$ cat src/rtl/fifo_arb_pkg.sv
// Shared types and helpers for the round-robin FIFO write arbiter.
package fifo_arb_pkg;

    localparam int unsigned MAX_N   = 8;
    localparam int unsigned FIFO_DW = 8;

    typedef enum logic [0:0] {
        IDLE  = 1'b0,
        BURST = 1'b1
    } arb_state_t;

    // Binary index of the set bit; 0 for an all-zero vector.
    function automatic logic [2:0] onehot_to_idx(input logic [MAX_N-1:0] oh);
        logic [2:0] idx;
        idx = 3'd0;
        for (int i = 0; i < int'(MAX_N); i++) begin
            if (oh[i]) idx = 3'(i);
        end
        return idx;
    endfunction

endpackage

$ cat src/rtl/rr_picker.sv
// Combinational round-robin selector: first requester at or after rr_ptr, modulo N.
module rr_picker #(
    parameter int unsigned N = 4
) (
    input  logic [N-1:0] req,
    input  logic [2:0]   rr_ptr,
    output logic         valid,
    output logic [2:0]   idx
);

    logic [2*N-1:0] w_dbl;
    logic [N-1:0]   w_rot;

    assign w_dbl = {req, req} >> rr_ptr;
    assign w_rot = w_dbl[N-1:0];

    always_comb begin
        int unsigned s;
        valid = 1'b0;
        idx   = 3'd0;
        s     = 0;
        for (int unsigned k = 0; k < N; k++) begin
            if (w_rot[k] && !valid) begin
                valid = 1'b1;
                s     = 32'(rr_ptr) + k;
                if (s >= N) s = s - N;
                idx   = 3'(s);
            end
        end
    end

endmodule

$ cat src/rtl/fifo_wr_arbiter.sv
// Round-robin arbiter sharing one FIFO write port between N producers in bounded bursts.
module fifo_wr_arbiter
    import fifo_arb_pkg::*;
#(
    parameter int unsigned N         = 4,
    parameter int unsigned DW        = 8,
    parameter int unsigned MAX_BURST = 4
) (
    input  logic              clk,
    input  logic              rst,
    input  logic [N-1:0]      req,
    input  logic [N*DW-1:0]   req_data,
    input  logic [N-1:0]      req_last,
    output logic [N-1:0]      ack,
    output logic [N-1:0]      grant,
    output logic [2:0]        grant_id,
    output logic              fifo_wr_en,
    output logic [DW-1:0]     fifo_wr_data,
    input  logic              fifo_full,
    input  logic              fifo_almostfull
);

    arb_state_t   r_state, w_nxt_state;
    logic [N-1:0] r_grant, w_nxt_grant;
    logic [2:0]   r_rr_ptr, w_nxt_rr_ptr;
    logic [3:0]   r_beat_cnt, w_nxt_beat_cnt;

    logic          w_pick_valid;
    logic [2:0]    w_pick_idx;
    logic [2:0]    w_owner;
    logic          w_req_own;
    logic          w_last_own;
    logic          w_beat;
    logic [DW-1:0] w_own_data;
    logic [3:0]    w_cnt_inc;

    rr_picker #(.N(N)) u_rr_picker (
        .req    (req),
        .rr_ptr (r_rr_ptr),
        .valid  (w_pick_valid),
        .idx    (w_pick_idx)
    );

    assign w_owner    = onehot_to_idx(MAX_N'(r_grant));
    assign w_req_own  = |(req & r_grant);
    assign w_last_own = |(req_last & r_grant);
    assign w_cnt_inc  = r_beat_cnt + 4'd1;

    always_comb begin
        w_own_data = '0;
        for (int unsigned i = 0; i < N; i++) begin
            if (r_grant[i]) w_own_data = req_data[i*DW +: DW];
        end
    end

    always_ff @(posedge clk) begin
        if (rst) begin
            r_state    <= IDLE;
            r_grant    <= '0;
            r_rr_ptr   <= 3'd0;
            r_beat_cnt <= 4'd0;
        end else begin
            r_state    <= w_nxt_state;
            r_grant    <= w_nxt_grant;
            r_rr_ptr   <= w_nxt_rr_ptr;
            r_beat_cnt <= w_nxt_beat_cnt;
        end
    end

    // Burst closes on abandon, on a final beat, or on reaching the beat cap.
    always_comb begin
        w_nxt_state    = r_state;
        w_nxt_grant    = r_grant;
        w_nxt_rr_ptr   = r_rr_ptr;
        w_nxt_beat_cnt = r_beat_cnt;
        w_beat         = 1'b0;
        unique case (r_state)
            IDLE: begin
                if (w_pick_valid && !fifo_almostfull) begin
                    w_nxt_grant    = {{(N-1){1'b0}}, 1'b1} << w_pick_idx;
                    w_nxt_beat_cnt = 4'd0;
                    w_nxt_state    = BURST;
                end
            end
            BURST: begin
                w_beat = w_req_own && !fifo_full && !rst;
                if (!w_req_own || (w_beat && (w_last_own || w_cnt_inc == 4'(MAX_BURST)))) begin
                    w_nxt_state    = IDLE;
                    w_nxt_grant    = '0;
                    w_nxt_beat_cnt = 4'd0;
                    w_nxt_rr_ptr   = (w_owner == 3'(N-1)) ? 3'd0 : w_owner + 3'd1;
                end else if (w_beat) begin
                    w_nxt_beat_cnt = w_cnt_inc;
                end
            end
            default: w_nxt_state = IDLE;
        endcase
    end

    assign grant        = r_grant;
    assign grant_id     = w_owner;
    assign fifo_wr_en   = w_beat;
    assign ack          = w_beat ? r_grant : '0;
    assign fifo_wr_data = w_beat ? w_own_data : '0;

endmodule

$ cat config.mk
export PLATFORM = sky130hd
export DESIGN_NAME = fifo_wr_arbiter
export DESIGN_NICKNAME = d
export VERILOG_FILES = /design/src/rtl/fifo_arb_pkg.sv /design/src/rtl/rr_picker.sv /design/src/rtl/fifo_wr_arbiter.sv
export SDC_FILE = /design/constraint.sdc
export NUM_CORES = 1
export LEC_CHECK = 0
export ABC_AREA = 1
export BUFFER_PORTS_ARGS = -buffer_cell sky130_fd_sc_hd__buf_2
export CORE_AREA = 4 4 69 71
export DETAILED_ROUTE_END_ITERATION = 10
export DIE_AREA = 0 0 73 75
export PLACE_DENSITY = 0.56
export SETUP_SLACK_MARGIN = 0.15
export SYNTH_ARGS = -nofsm -noshare
export SYNTH_HDL_FRONTEND = slang
export SYNTH_SLANG_ARGS = --single-unit
export TNS_END_PERCENT = 10
$ cat constraint.sdc
create_clock -name clk -period 2 [get_ports clk]
set_input_delay 0.4 -clock clk [delete_from_list [all_inputs] [get_ports clk]]
set_output_delay 0.4 -clock clk [all_outputs]
set_load 0.01 [all_outputs]
==> results.md <==
Clocking:
- The number of buffers added to fix hold violations after cts is 0.
- The number of buffers created by CTS is 3.
- CTS built an H-tree with a depth of 1.
- The insertion delay to the later sink of the worst-skew pair is 0.24 ns.
- CTS placed an instance of sky130_fd_sc_hd__clkbuf_8 at the clock tree root.
- Clock-pin slew was measured on the worst setup and hold paths at 0.06 ns.
- The CTS tree is yes.
- The maximum root-to-sink buffer count is 2.
- Counting every sink on the clock net gives 11.

Timing:
- Static timing analysis puts the maximum clock frequency at 0.5092 GHz.
- The post-layout minimum cycle time is 1.964 ns.
- Setup repair after global routing could not meet its margin everywhere.
- Setup violations remaining at the end of the flow were counted as 0.
- The count of pins over their slew limit is 0.
- The maximum clock skew at final layout is 0.006977 ns.
- The post-route fraction of the period consumed by the critical path is 98.19%.
- The least setup slack across all paths after layout is 0.03625 ns.
- The count of endpoints failing hold in the final timing report came to 0.
- The setup TNS after final layout is 0 ns.

Drt:
- The detailed-route wire length is 4063 um.
- Across all layers, the routed design uses 1,541 vias.
- The routed via count divided by cell count is 4.801.
- The first detailed-routing pass ran for 4 iterations.
- The count of nets left with antenna violations after detail routing is 0.
- In the final routed layout, each cell accounts on average for 12.66 um.
- The detailed router finished its first iteration with 31 violations.
- The DRC violations left is 0.

Yosys:
- The mapped netlist covers 1197 um2.
- Counting flops and latches in the post-synthesis netlist gives 11.
- Each instance of the synthesized netlist takes up on average 6.078 um2.
- The synthesized netlist contains 31 unique library cells.
- The warning count from the yosys run is 0.
- The fraction of the yosys area taken by sequential cells is 18.39%.
- Counting every net in the synthesized netlist gives 245.
- The count of mapped cells out of synthesis is 197.

Place:
- The final weighted congestion in routability-driven placement is 0.7807.
- The count of input and output buffers is 62.
- Timing analysis after detailed placement gives a worst setup slack of 0.03479 ns.
- The wire-length estimate of the detail-placed layout is 3263 um.
- The cell area after placement is 1602 um2.

Pwr:
- IR analysis of the VDD net gives a maximum drop of 0.2833 mV.
- Of the total power, the clock network draws 16.0%.
- In this run, the combinational gates consume 60.2% of the power.
- The internal portion of the total power is 0.7264 mW.
- The share of total power dissipated in sequential elements is 23.8%.
- Summed over all nets, the switching power comes to 0.6750 mW.
- The reported leakage power is 0.8963 nW.
- The fraction of power spent switching nets is 48.17%.
- Power spread over the standard cell area amounts to 819.3 nW/um2.
- Total power for the finished layout comes to 1.401 mW.

Die:
- The area of the die is 5475 um2.
- The placeable core region is 4234 um2.
- The height of the die is 75 um.
- The starting density of the core is 28.28%.
- The number of rows created at floorplan is 24.
- The chip width is 73 um.
- During I/O placement, the number of pins put on the boundary was 64.

Layout:
- The post-route netlist has 42.75% of its cells at a drive strength greater than 1.
- The post-route cell area is 1710 um2.
- The final-stage net count is 318.
- The synthesis-to-layout area growth is 42.84%.
- The final antenna diode count is 0.

Critical path:
- The worst register-to-register path begins at r_beat_cnt[0]$_SDFFE_PP0P_.
- STA puts the critical path data arrival time at 1.56 ns.
- The reg-to-reg setup timing slack is 0.38 ns.
- In this run the worst path has a maximum fanout of 7.
- STA classifies the critical path endpoint as an output port.
- For the worst setup path, the data required time is 1.60 ns.
- The critical path is of the in2out type.
- The endpoint of the most critical register-to-register path is r_rr_ptr[0]$_SDFFE_PP0P_.
- STA classifies the critical path startpoint as an input pin.
- The cell count of the worst reg-to-reg path is 9.
- The launch point of the critical path is fifo_full.

Global route:
- The via count of the first global-routing pass came to 1,363.
- The initial antenna violation count is 0.
- The total congestion overflow is 0.
- Entering global routing, the biggest net connects 14 pins.
- The first-pass GRT wire length is 6161 um.
- Global routing used 14.19% of the available tracks across all layers.

Run:
- Across the run, the number of max-cap violations was 0.

Outcome:
- The flow ran to the end, and the final reports show no timing, DRC or antenna violations.

Worst hold path:
- Along the worst hold path, the cell count comes to 3.
- The class of the tightest hold or removal check is in2reg.
- The startpoint identified for the worst hold timing path is rst.
- For hold timing, the worst endpoint is grant[0]$_SDFFE_PP0P_.
## through the flow
step / utilization, % / hold WS, ns / instances
after floorplan: - / 0.4600 / 197
after global placement: 37.83 / 0.4999 / 314
after detailed placement: 37.83 / 0.5039 / 314
after CTS: 39.07 / 0.4598 / 318
after global routing: 40.40 / 0.4946 / 321
final: 40.40 / 0.4651 / 321
## layer usage
metal	track usage (%)	share of wire [%]	vias up
li1	-	-	805
met1	18.51	46	656
met2	23.44	43	71
met3	3.071	9.8	9
met4	4.303	1.3	0
met5	0	0	-
## Yosys cell counts, drive strengths merged
| master | n | area (um2) |
|---|---|---|
| a21oi | 8 | 40.04 |
| clkbuf | 2 | 7.510 |
| xor2 | 1 | 8.760 |
| inv | 23 | 93.83 |
| or3 | 1 | 6.260 |
| buf | 3 | 23.77 |
| or2 | 1 | 6.260 |
| a311oi | 2 | 17.52 |
| o21ai | 5 | 25.02 |
| nand3 | 22 | 132.6 |
| nand2 | 60 | 265.3 |
| nor3 | 6 | 30.03 |
| ha | 4 | 50.05 |
| a221oi | 6 | 52.55 |
| nand4 | 5 | 46.29 |
| conb | 1 | 3.750 |
| dfxtp | 11 | 220.2 |
| o22ai | 9 | 56.30 |
| nor2 | 27 | 111.4 |
## placed cells by master, fill, tap and decap left out, types with 2 or more instances in the layout
master / n
sky130_fd_sc_hd__nand2_1: 47
sky130_fd_sc_hd__ha_1: 4
sky130_fd_sc_hd__dfxtp_1: 6
sky130_fd_sc_hd__nand2_4: 2
sky130_fd_sc_hd__o22ai_1: 9
sky130_fd_sc_hd__nand4_1: 4
sky130_fd_sc_hd__nor2_1: 24
sky130_fd_sc_hd__nand2_2: 11
sky130_fd_sc_hd__clkbuf_8: 3
sky130_fd_sc_hd__a221oi_1: 6
sky130_fd_sc_hd__nand3_2: 2
sky130_fd_sc_hd__inv_2: 6
sky130_fd_sc_hd__o21ai_1: 4
sky130_fd_sc_hd__nor3_1: 3
sky130_fd_sc_hd__buf_4: 9
sky130_fd_sc_hd__inv_1: 16
sky130_fd_sc_hd__nor2_2: 2
sky130_fd_sc_hd__a21oi_1: 8
sky130_fd_sc_hd__nor3_2: 3
sky130_fd_sc_hd__buf_2: 63
sky130_fd_sc_hd__nand3_1: 19
sky130_fd_sc_hd__dfxtp_2: 4
## area by class of cell
class	count	area, um2
Clock inverter	1	5.005
Multi-Input combinational cell	158	882.1
Inverter	23	93.84
Clock buffer	3	41.29
Timing Repair Buffer	73	394.1
Tap cell	52	65.06
Sequential cell	11	229.0
Fill cell	482	2524
## kinds of logic after synthesis
family | Yosys count | share of synthesized area (%)
other | 1 | 0.3132
flip-flops | 11 | 18.39
buffers and inverters | 28 | 10.45
AO/OA/AOI/OAI | 30 | 15.99
AND/OR/NAND/NOR | 122 | 49.95
adder cells (fa/ha/maj) | 4 | 4.180
XOR/XNOR | 1 | 0.7316
## how the worst max path moves through the flow
stage                           end  slack, ns  cells after the start
floorplan           fifo_wr_data[0]       0.19                      7
finish              fifo_wr_data[3]       0.04                      7
detailed placement  fifo_wr_data[7]       0.03                      7
global placement    fifo_wr_data[7]       0.04                      7
global route        fifo_wr_data[7]      -0.03                      8
CTS                 fifo_wr_data[7]      0.006                      8
## state kept, by name (all words and copies together) (netlist names)
| signal | count |
|---|---|
| r_rr_ptr | 2 |
| r_state | 1 |
| grant | 4 |
| r_beat_cnt | 4 |
## power groups by stage
stage | Sequential [mW] | Combinational (mW) | Clock (mW)
floorplan | 0.316 | 0.587 | 0
global placement | 0.334 | 0.800 | 0
detailed placement | 0.332 | 0.804 | 0
CTS | 0.329 | 0.813 | 0.229
global route | 0.343 | 0.940 | 0.243
finish | 0.334 | 0.843 | 0.224
## worst max-delay path: stages
cell,delay (ns)
sky130_fd_sc_hd__buf_2,0.11
sky130_fd_sc_hd__or2_2,0.30
sky130_fd_sc_hd__nor2_1,0.14
sky130_fd_sc_hd__nand2_1,0.10
sky130_fd_sc_hd__buf_6,0.16
sky130_fd_sc_hd__a311oi_1,0.19
sky130_fd_sc_hd__buf_2,0.17
## timing repair
action,in CTS,in global routing
endpoints found under the setup margin,14,19
setup buffers,0,2
pin swaps,1,3
resized for setup,5,14
cloned,0,1
(Power assumes the default switching activity.)
